===== config.mk =====
export PLATFORM = sky130hd
export DESIGN_NAME = control_miscare_fsm
export DESIGN_NICKNAME = d
export VERILOG_FILES = /design/src/rtl/control_miscare_pkg.sv /design/src/rtl/control_miscare_fsm_timp_mort.sv /design/src/rtl/control_miscare_fsm.sv
export SDC_FILE = /design/constraint.sdc
export NUM_CORES = 1
export LEC_CHECK = 0
export CAP_MARGIN = 10
export CELL_PAD_IN_SITES_DETAIL_PLACEMENT = 1
export CELL_PAD_IN_SITES_GLOBAL_PLACEMENT = 2
export CORE_MARGIN = 2
export CORE_UTILIZATION = 41
export CTS_CLUSTER_DIAMETER = 50
export DETAILED_ROUTE_END_ITERATION = 7
export PLACE_DENSITY = 0.93
export SLEW_MARGIN = 10
export SYNTH_ARGS = -nofsm -noshare
export SYNTH_HDL_FRONTEND = slang
export SYNTH_SLANG_ARGS = --single-unit

===== constraint.sdc =====
create_clock -name clk -period 4.5 [get_ports clk]
set_input_delay 0.9 -clock clk [delete_from_list [all_inputs] [get_ports clk]]
set_output_delay 0.9 -clock clk [all_outputs]
set_load 0.01 [all_outputs]

===== src/rtl/control_miscare_pkg.sv =====
// Shared types and constants for the line-follower motion sequencer:
// state codes, H-bridge direction encodings and sensor bit positions.
package control_miscare_pkg;

  typedef enum logic [2:0] {
    IDLE     = 3'd0,
    INAINTE  = 3'd1,
    DREAPTA  = 3'd2,
    STANGA   = 3'd3,
    CAUTA_DR = 3'd4,
    CAUTA_ST = 3'd5,
    INAPOI   = 3'd6,
    OPRIT    = 3'd7
  } stare_t;

  typedef enum logic [1:0] {
    MEM_NICI = 2'd0,
    MEM_DR   = 2'd1,
    MEM_ST   = 2'd2
  } memorie_t;

  localparam logic [1:0] DIR_FWD = 2'b10;
  localparam logic [1:0] DIR_REV = 2'b01;
  localparam logic [1:0] DIR_OFF = 2'b00;

  localparam int S_EXT_DR = 0;
  localparam int S_INT_DR = 1;
  localparam int S_CENTRU = 2;
  localparam int S_INT_ST = 3;
  localparam int S_EXT_ST = 4;

  // Commanded {driver A, driver B} for a state, before dead-time insertion.
  function automatic logic [3:0] comanda_stare(input stare_t s);
    logic [3:0] c;
    c = {DIR_OFF, DIR_OFF};
    case (s)
      INAINTE:           c = {DIR_FWD, DIR_FWD};
      DREAPTA, CAUTA_DR: c = {DIR_REV, DIR_FWD};
      STANGA, CAUTA_ST:  c = {DIR_FWD, DIR_REV};
      INAPOI:            c = {DIR_REV, DIR_REV};
      default:           c = {DIR_OFF, DIR_OFF};
    endcase
    return c;
  endfunction

  // Turn-signal pattern {right, left} for a state and blink phase.
  function automatic logic [1:0] semnal_stare(input stare_t s, input logic faza);
    logic [1:0] r;
    r = 2'b00;
    case (s)
      DREAPTA, CAUTA_DR: r = {faza, 1'b0};
      STANGA, CAUTA_ST:  r = {1'b0, faza};
      INAPOI:            r = {faza, faza};
      OPRIT:             r = 2'b11;
      default:           r = 2'b00;
    endcase
    return r;
  endfunction

endpackage


===== src/rtl/control_miscare_fsm_timp_mort.sv =====
// Dead-time output stage for one H-bridge: a direct forward<->reverse
// reversal is replaced by DEAD_TIME cycles of off before the new command.
module timp_mort
  import control_miscare_pkg::*;
#(
  parameter int DEAD_TIME = 8
) (
  input  logic       clk,
  input  logic       rst_n,
  input  logic       oprire,
  input  logic [1:0] comanda,
  output logic [1:0] iesire
);

  localparam int CW = (DEAD_TIME > 1) ? $clog2(DEAD_TIME) : 1;

  logic [CW-1:0] cnt;
  logic          activ;

  // While a dead-time runs, further nonzero changes only update what is
  // sampled at expiry; they never restart the count.
  always_ff @(posedge clk) begin
    if (!rst_n || oprire) begin
      iesire <= DIR_OFF;
      cnt    <= '0;
      activ  <= 1'b0;
    end else if (activ) begin
      if (comanda == DIR_OFF) begin
        activ <= 1'b0;
        cnt   <= '0;
      end else if (cnt == CW'(DEAD_TIME - 1)) begin
        iesire <= comanda;
        activ  <= 1'b0;
        cnt    <= '0;
      end else begin
        cnt <= cnt + 1'b1;
      end
    end else if (comanda != iesire && comanda != DIR_OFF && iesire != DIR_OFF) begin
      iesire <= DIR_OFF;
      activ  <= 1'b1;
      cnt    <= '0;
    end else begin
      iesire <= comanda;
    end
  end

endmodule


===== src/rtl/control_miscare_fsm.sv =====
// Line-follower motion sequencer: sensor sync/debounce, tracking FSM and
// per-driver dead-time. Turn signals are built only with SEMNALIZARE_EN.
module control_miscare_fsm
  import control_miscare_pkg::*;
#(
  parameter int DEBOUNCE_CYCLES = 4,
  parameter int DEAD_TIME       = 8,
  parameter int SEARCH_TIMEOUT  = 1000,
  parameter int REVERSE_TIME    = 500
`ifdef SEMNALIZARE_EN
  ,
  parameter int BLINK_HALF      = 250
`endif
) (
  input  logic       clk,
  input  logic       rst_n,
  input  logic       enable,
  input  logic [4:0] senzor,
  output logic [1:0] directie_driverA,
  output logic [1:0] directie_driverB,
  output logic [2:0] stare,
  output logic       linie_pierduta,
  output logic       semnal_dreapta,
  output logic       semnal_stanga
);

  localparam int DW   = (DEBOUNCE_CYCLES > 1) ? $clog2(DEBOUNCE_CYCLES) : 1;
  localparam int TMAX = (SEARCH_TIMEOUT > REVERSE_TIME) ? SEARCH_TIMEOUT : REVERSE_TIME;
  localparam int TW   = (TMAX > 1) ? $clog2(TMAX) : 1;

  logic [4:0]    sync1, sync2, filt;
  logic [DW-1:0] db_cnt [5];
  stare_t        stare_q, stare_next;
  memorie_t      memorie;
  logic [TW-1:0] timer;
  logic [3:0]    cmd;

  always_ff @(posedge clk) begin
    if (!rst_n) begin
      sync1 <= '0;
      sync2 <= '0;
      filt  <= '0;
      for (int i = 0; i < 5; i++) db_cnt[i] <= '0;
    end else begin
      sync1 <= senzor;
      sync2 <= sync1;
      for (int i = 0; i < 5; i++) begin
        if (sync2[i] == filt[i]) begin
          db_cnt[i] <= '0;
        end else if (db_cnt[i] == DW'(DEBOUNCE_CYCLES - 1)) begin
          filt[i]   <= sync2[i];
          db_cnt[i] <= '0;
        end else begin
          db_cnt[i] <= db_cnt[i] + 1'b1;
        end
      end
    end
  end

  always_comb begin
    stare_next = stare_q;
    if (!enable) begin
      stare_next = IDLE;
    end else begin
      case (stare_q)
        IDLE: stare_next = INAINTE;
        INAINTE, DREAPTA, STANGA: begin
          if (filt[S_CENTRU]) begin
            if (filt[S_INT_DR] && !filt[S_INT_ST])      stare_next = DREAPTA;
            else if (filt[S_INT_ST] && !filt[S_INT_DR]) stare_next = STANGA;
            else                                        stare_next = INAINTE;
          end else begin
            case (memorie)
              MEM_DR:  stare_next = CAUTA_DR;
              MEM_ST:  stare_next = CAUTA_ST;
              default: stare_next = INAPOI;
            endcase
          end
        end
        CAUTA_DR, CAUTA_ST: begin
          if (filt[S_CENTRU])                          stare_next = INAINTE;
          else if (timer == TW'(SEARCH_TIMEOUT - 1))   stare_next = INAPOI;
        end
        INAPOI: begin
          if (filt[S_CENTRU])                          stare_next = INAINTE;
          else if (timer == TW'(REVERSE_TIME - 1))     stare_next = OPRIT;
        end
        default: stare_next = stare_q;
      endcase
    end
  end

  // Turn memory is the registered value, so a transition uses what was
  // learned up to the previous cycle.
  always_ff @(posedge clk) begin
    if (!rst_n) begin
      stare_q        <= IDLE;
      memorie        <= MEM_NICI;
      timer          <= '0;
      linie_pierduta <= 1'b0;
    end else begin
      stare_q        <= stare_next;
      linie_pierduta <= (stare_next == OPRIT);
      if (stare_next != stare_q)  timer <= '0;
      else if (timer != '1)       timer <= timer + 1'b1;
      if (stare_q != IDLE) begin
        if ((filt[S_EXT_DR] || filt[S_INT_DR]) && !(filt[S_INT_ST] || filt[S_EXT_ST]))
          memorie <= MEM_DR;
        else if ((filt[S_INT_ST] || filt[S_EXT_ST]) && !(filt[S_EXT_DR] || filt[S_INT_DR]))
          memorie <= MEM_ST;
      end
    end
  end

  assign stare = stare_q;
  assign cmd   = comanda_stare(stare_q);

  timp_mort #(.DEAD_TIME(DEAD_TIME)) u_mort_a (
    .clk     (clk),
    .rst_n   (rst_n),
    .oprire  (!enable),
    .comanda (cmd[3:2]),
    .iesire  (directie_driverA)
  );

  timp_mort #(.DEAD_TIME(DEAD_TIME)) u_mort_b (
    .clk     (clk),
    .rst_n   (rst_n),
    .oprire  (!enable),
    .comanda (cmd[1:0]),
    .iesire  (directie_driverB)
  );

`ifdef SEMNALIZARE_EN
  localparam int BW = (BLINK_HALF > 1) ? $clog2(BLINK_HALF) : 1;

  logic [BW-1:0] blink_cnt;
  logic          faza;

  // Signals are decoded from the next state so they line up with stare.
  always_ff @(posedge clk) begin
    if (!rst_n) begin
      blink_cnt      <= '0;
      faza           <= 1'b0;
      semnal_dreapta <= 1'b0;
      semnal_stanga  <= 1'b0;
    end else if (stare_next != stare_q) begin
      blink_cnt <= '0;
      faza      <= 1'b1;
      {semnal_dreapta, semnal_stanga} <= semnal_stare(stare_next, 1'b1);
    end else if (blink_cnt == BW'(BLINK_HALF - 1)) begin
      blink_cnt <= '0;
      faza      <= ~faza;
      {semnal_dreapta, semnal_stanga} <= semnal_stare(stare_next, ~faza);
    end else begin
      blink_cnt <= blink_cnt + 1'b1;
      {semnal_dreapta, semnal_stanga} <= semnal_stare(stare_next, faza);
    end
  end
`else
  assign semnal_dreapta = 1'b0;
  assign semnal_stanga  = 1'b0;
`endif

endmodule

==> flow_summary.json, run 1 <==
{
  "io_pins": 18,
  "powerDensity_nw_per_um2": 304,
  "initial_core_util_pct": 42.5,
  "die_y_um": 85.1,
  "track_usage_pct": 15.8,
  "hold_buffers": 0,
  "fin_worst_skew_ns": 0.00401,
  "ir_drop_mv": 0.136,
  "wl_per_cell_um": 14.2,
  "synth_edf_count": 10,
  "yosysWarnings": 0,
  "grt_pass1_vias": 2033,
  "area_growth_syn_to_layout_pct": 9.74,
  "clock_latency_ns": 0.30,
  "cts_sinks": 53,
  "io_buffers": 15,
  "whs_ns": 0.443,
  "crit_arrival_ns": 1.79,
  "setup_viol": 0,
  "rrSetupSlack_ns": 2.00,
  "clkSlewWorstSetupHoldPaths_ns": 0.09,
  "antenna_found_initial": 0,
  "slew_violations": 0,
  "crit_buf_inv": 1,
  "synth_area_per_cell_um2": 9.85,
  "grt_first_pass_wirelength_um": 9370,
  "ant_nets": 0,
  "routed_via_density": 5.58,
  "maxCapViolations": 0,
  "ys_ff_latch": 53,
  "core_area_um2": 6350,
  "antenna_cells": 0,
  "worst_setup_path_end_kind": "output pin",
  "nFillCells": 741,
  "synth_area_um2": 2700,
  "status": "finished clean",
  "synthCells": 274,
  "tns_ns": 0,
  "seqCellArea_um2": 1160,
  "synthArstFlopShare_pct": 0,
  "fmax_mhz": 372,
  "place.gp.congestion": 0.770,
  "cts_root_buf": "clkbuf_8",
  "die_w_um": 85.1,
  "layout.nets": 310,
  "worstSetupPathType": "flop to output pin",
  "drt-initial-drc-count": 118,
  "die-area_um2": 7250,
  "post_cts_buffers": 0,
  "synthFlopType": "dfxtp_1",
  "overflow": 0,
  "synth.distinct_cells": 54,
  "numCtsBuffers": 5,
  "cp_max_fo": 22,
  "drcViolationCount": 0,
  "crit_path_top_delay_cell": "dfxtp_1",
  "yosysSeqAreaShare_pct": 43.0,
  "path_delay_family": "flip-flops",
  "period_share_pct": 59.7,
  "multi_input_area_um2": 1430,
  "post_cts_resized": 0,
  "slew_headroom_pct": 46.8,
  "cts.path.max_buffers": 2,
  "p_leak_nw": 1.01,
  "hold_viol": 0,
  "drt-pass1-iter-count": 4,
  "cts_tree": "built",
  "fin_crit_ns": 2.69,
  "rows": 29,
  "rsz0062_at_grt": "no",
  "grt_max_degree": 31,
  "min_path_type": "flop to flop",
  "htree_levels": 2,
  "drt_wl_total_um": 5220,
  "drive_gt1_share_pct": 6.90,
  "slowest_delay_ns": 0.82,
  "path_cells": "clkdlybuf4s50_1",
  "worst_pin_slew_ns": 0.795,
  "dr_total_vias": 2049,
  "required_ns": 3.60,
  "dp_hpwl_um": 3740,
  "cp-start-kind": "flop"
}
## area by class of cell
| type | count | area share [%] |
|---|---|---|
| Inverter | 4 | 0.507 |
| Clock inverter | 3 | 1.39 |
| Multi-Input combinational cell | 210 | 48.2 |
| Sequential cell | 53 | 39.2 |
| Timing Repair Buffer | 15 | 5.07 |
| Tap cell | 77 | 3.25 |
| Clock buffer | 5 | 2.32 |
## cell usage in the layout (no fill, tap or decap), types with 2 or more instances in the layout
| master | netlist | layout |
|---|---|---|
| edfxtp_1 | 10 | 10 |
| a21boi_0 | 2 | 2 |
| dfxtp_1 | 43 | 43 |
| o21ai_0 | 9 | 9 |
| nand4_1 | 3 | 3 |
| a21oi_1 | 14 | 14 |
| clkdlybuf4s50_1 | 0 | 15 |
| nor3_1 | 3 | 3 |
| nor2_1 | 23 | 23 |
| nand3b_1 | 7 | 7 |
| o211ai_1 | 2 | 2 |
| inv_1 | 4 | 4 |
| nand2_1 | 15 | 15 |
| ha_1 | 13 | 13 |
| nand2b_1 | 5 | 5 |
| nor4bb_1 | 5 | 5 |
| mux2i_1 | 10 | 10 |
| conb_1 | 2 | 12 |
| nand3_1 | 12 | 12 |
| nor3b_1 | 5 | 5 |
| o21a_1 | 2 | 2 |
| a31oi_1 | 3 | 3 |
| or2_2 | 2 | 2 |
| a32oi_1 | 3 | 3 |
| nor2b_1 | 11 | 11 |
| nor3_2 | 3 | 3 |
| clkbuf_8 | 5 | 5 |
| xnor2_1 | 7 | 7 |
| o2111a_1 | 2 | 2 |
| and2_1 | 10 | 10 |
| and3_2 | 2 | 2 |
| nor4b_1 | 5 | 5 |
## power breakdown
group	switching, mW	total (mW)	leakage (nW)	internal [mW]
logic	0.0394	0.0762	0.507	0.0368
clock network	0.150	0.314	0.0518	0.164
registers	0.0154	0.511	0.452	0.496
## cells in the mapped netlist (all sizes together), types with 2 or more instances
cell,count,area (µm²)
nor3b,5,37.5
conb,2,7.51
o21a,2,15.0
or2,2,12.5
o2111a,2,22.5
and4,2,20.0
and3,2,15.0
nand2b,5,31.3
edfxtp,10,300
o21ai,9,45.0
o211ai,2,15.0
a32oi,3,26.3
inv,4,15.0
a21boi,3,22.5
nand3,12,60.1
nor4bb,5,50.1
nand2,15,56.3
nor2b,11,68.8
a21oi,14,70.1
and2,10,62.6
nand4,5,52.6
mux2i,10,100
nor4b,5,43.8
a31oi,3,18.8
nor2,23,86.3
ha,13,163
or4,2,18.8
dfxtp,43,861
clkbuf,11,91.3
nand3b,7,52.6
buf,6,40.0
xnor2,7,61.3
nor3,6,45.0
## sequential cells by signal, indices dropped and copies added (netlist names)
| signal | flops |
|---|---|
| u_mort_a.activ | 1 |
| stare | 3 |
| u_mort_a.cnt | 3 |
| filt | 5 |
| linie_pierduta | 1 |
| sync1 | 5 |
| timer | 10 |
| sync2 | 5 |
| memorie | 2 |
| u_mort_b.iesire | 2 |
| u_mort_b.activ | 1 |
| u_mort_a.iesire | 2 |
| u_mort_b.cnt | 3 |
| db_cnt | 10 |
## layer usage
layer  GRT usage [%]  wire length (µm)  up-vias
li1                -                 -     1013
met1            20.5              2470      995
met2            25.9              2490       31
met3            3.50               176       10
met4            5.77                88        0
met5               0                 0        -
## worst paths after layout
path,end,start,depth (start not counted)
worst max-delay path,stare[1],stare[1],1
worst min-delay path,sync2[1],sync1[1],1
worst min register to register,sync2[1],sync1[1],1
worst max register to register,u_mort_a.iesire[0],stare[1],5
## logic make-up (layout without fill, tap and decap cells)
kind of cell | after synthesis | count (layout) | synth area share (%)
simple gates | 122 | 122 | 28.0
flops | 53 | 53 | 43.0
compound gates | 46 | 46 | 11.3
buf+inv | 21 | 27 | 5.42
fa+ha+maj | 13 | 13 | 6.03
mux | 10 | 10 | 3.71
xor+xnor | 7 | 7 | 2.27
other cells | 2 | 12 | 0.278
## per-stage QoR
stage	worst slack [ns]	utilization (%)	cell area (µm²)	power (mW)	cells
3_5_place_dp	1.55	44.9	2850	0.599	359
3_3_place_gp	1.57	44.9	2850	0.596	359
6_report	1.81	46.6	2960	0.901	367
5_1_grt	1.65	46.6	2960	0.956	367
2_1_floorplan	2.61	-	2740	0.580	284
4_1_cts	1.80	46.6	2960	0.921	367
No activity file was read; power rests on OpenSTA's default activity.
==> run 2: changes to the inputs <==
--- a/config.mk
+++ b/config.mk
@@ -9,10 +9,10 @@
 export CELL_PAD_IN_SITES_DETAIL_PLACEMENT = 1
 export CELL_PAD_IN_SITES_GLOBAL_PLACEMENT = 2
 export CORE_MARGIN = 2
-export CORE_UTILIZATION = 41
+export CORE_UTILIZATION = 38
 export CTS_CLUSTER_DIAMETER = 50
 export DETAILED_ROUTE_END_ITERATION = 7
-export PLACE_DENSITY = 0.93
+export PLACE_DENSITY = 0.87
 export SLEW_MARGIN = 10
 export SYNTH_ARGS = -nofsm -noshare
 export SYNTH_HDL_FRONTEND = slang
==> constraint.sdc (replaced) <==
create_clock -name clk -period 2.5 [get_ports clk]
set_input_delay 0.5 -clock clk [delete_from_list [all_inputs] [get_ports clk]]
set_output_delay 0.5 -clock clk [all_outputs]
set_load 0.01 [all_outputs]
==> flow_summary.json, run 2 (same netlist as run 1, synthesis figures left out) <==
{
  "drive_gt1_share_pct": 8.78,
  "overflow": 0,
  "layout.nets": 316,
  "dp_hpwl_um": 3880,
  "place.gp.congestion": 0.846,
  "hold_viol": 0,
  "path_cells": "clkdlybuf4s50_1",
  "fin_worst_skew_ns": 0.00678,
  "antenna_cells": 0,
  "htree_levels": 2,
  "initial_core_util_pct": 39.5,
  "die_y_um": 88.3,
  "min_path_type": "flop to flop",
  "routed_via_density": 5.28,
  "layout_common_cells": "43 x dfxtp_1, 23 x nor2_1, 15 x nand2_1, 15 x clkdlybuf4s50_1, 14 x a21oi_1",
  "cts.path.max_buffers": 2,
  "final_cell_area_um2": 3000,
  "post_cts_resized": 0,
  "ir_drop_mv": 0.234,
  "numCtsBuffers": 5,
  "post_cts_buffers": 0,
  "wl_per_cell_um": 13.6,
  "cts_root_buf": "clkbuf_8",
  "cts_sinks": 53,
  "required_ns": 2.00,
  "slowest_delay_ns": 0.65,
  "worst_setup_path_end_kind": "output pin",
  "drt-initial-drc-count": 97,
  "slew_headroom_pct": 63.8,
  "antenna_found_initial": 0,
  "die-area_um2": 7790,
  "drt-pass1-iter-count": 4,
  "powerDensity_nw_per_um2": 516,
  "crit_arrival_ns": 1.59,
  "cts_tree": "built",
  "whs_ns": 0.443,
  "grt_pass1_vias": 2046,
  "seqCellArea_um2": 1160,
  "status": "finished clean",
  "drcViolationCount": 0,
  "nFillCells": 808,
  "drt_wl_total_um": 5350,
  "crit_path_top_delay_cell": "dfxtp_1",
  "p_leak_nw": 1.04,
  "multi_input_area_um2": 1430,
  "fin_crit_ns": 2.09,
  "final_common_cell": "dfxtp_1",
  "cp_max_fo": 15,
  "rows": 30,
  "tns_ns": 0,
  "period_share_pct": 83.7,
  "fmax_mhz": 478,
  "ant_nets": 0,
  "reg_top3": "db_cnt: 10 flops, timer: 10 flops",
  "die_w_um": 88.3,
  "clock_latency_ns": 0.31,
  "grt_max_degree": 30,
  "setup_viol": 0,
  "worst_pin_slew_ns": 0.539,
  "io_buffers": 15,
  "hold_buffers": 0,
  "place_area_um2": 2920,
  "slew_violations": 0,
  "path_delay_family": "flip-flops",
  "area_growth_syn_to_layout_pct": 11.3,
  "worstSetupPathType": "flop to output pin",
  "dr_total_vias": 2071,
  "p_total_mw": 1.55,
  "grt_first_pass_wirelength_um": 9490,
  "cp-start-kind": "flop",
  "maxCapViolations": 0,
  "clkSlewWorstSetupHoldPaths_ns": 0.09,
  "crit_buf_inv": 1,
  "core_area_um2": 6830,
  "io_pins": 18,
  "track_usage_pct": 15.4,
  "rsz0062_at_grt": "no"
}
[run 2: changes by cell type in the layout (fill, tap and decap cells not counted)]
cell        previous run  this run
bufinv_16              1         0
buf_4                  0         6
clkinv_2               0         2
clkinv_1               1         0
clkbuf_1               0         1
clkinvlp_4             1         0
[run 2: power breakdown]
group / total [mW] / switching (mW) / internal, mW
Clock: 0.481 / 0.285 / 0.195
Sequential: 0.915 / 0.0218 / 0.893
Combinational: 0.153 / 0.0797 / 0.0736
Total: 1.55 / 0.387 / 1.16
[run 2: final cells by class]
class,instances,area share (%)
multi-input cells,210,47.6
flip-flops and latches,53,38.7
repair buffers,21,6.50
well taps,96,4.00
clock buffers,6,2.42
inverters,4,0.500
clock inverters,2,0.333
[run 2: final timing paths]
| path | end | slack (ns) | from | depth (start not counted) |
|---|---|---|---|---|
| setup / recovery | stare[1] | 0.41 | stare[1] | 1 |
| hold / removal | sync2[3] | 0.44 | sync1[3] | 1 |
| setup reg to reg | u_mort_a.iesire[0] | 0.62 | stare[1] | 5 |
| hold reg to reg | sync2[3] | 0.44 | sync1[3] | 1 |
[run 2: per-layer routing]
| metal | track usage [%] | share of wire (%) | vias up | wire [µm] |
|---|---|---|---|---|
| met5 | 0 | 0 | - | 0 |
| met4 | 5.10 | 1.6 | 0 | 85 |
| met3 | 3.82 | 2.7 | 7 | 143 |
| met2 | 25.2 | 48 | 20 | 2590 |
| met1 | 20.0 | 47 | 1021 | 2530 |
| li1 | - | - | 1023 | - |
[run 2: stage by stage]
stage / utilization [%] / cells / setup WS (ns)
CTS: 44.0 / 392 / 0.411
global placement: 42.7 / 384 / 0.338
global route: 44.0 / 392 / 0.284
floorplan: - / 284 / 0.774
finish: 44.0 / 392 / 0.409
detailed placement: 42.7 / 384 / 0.297
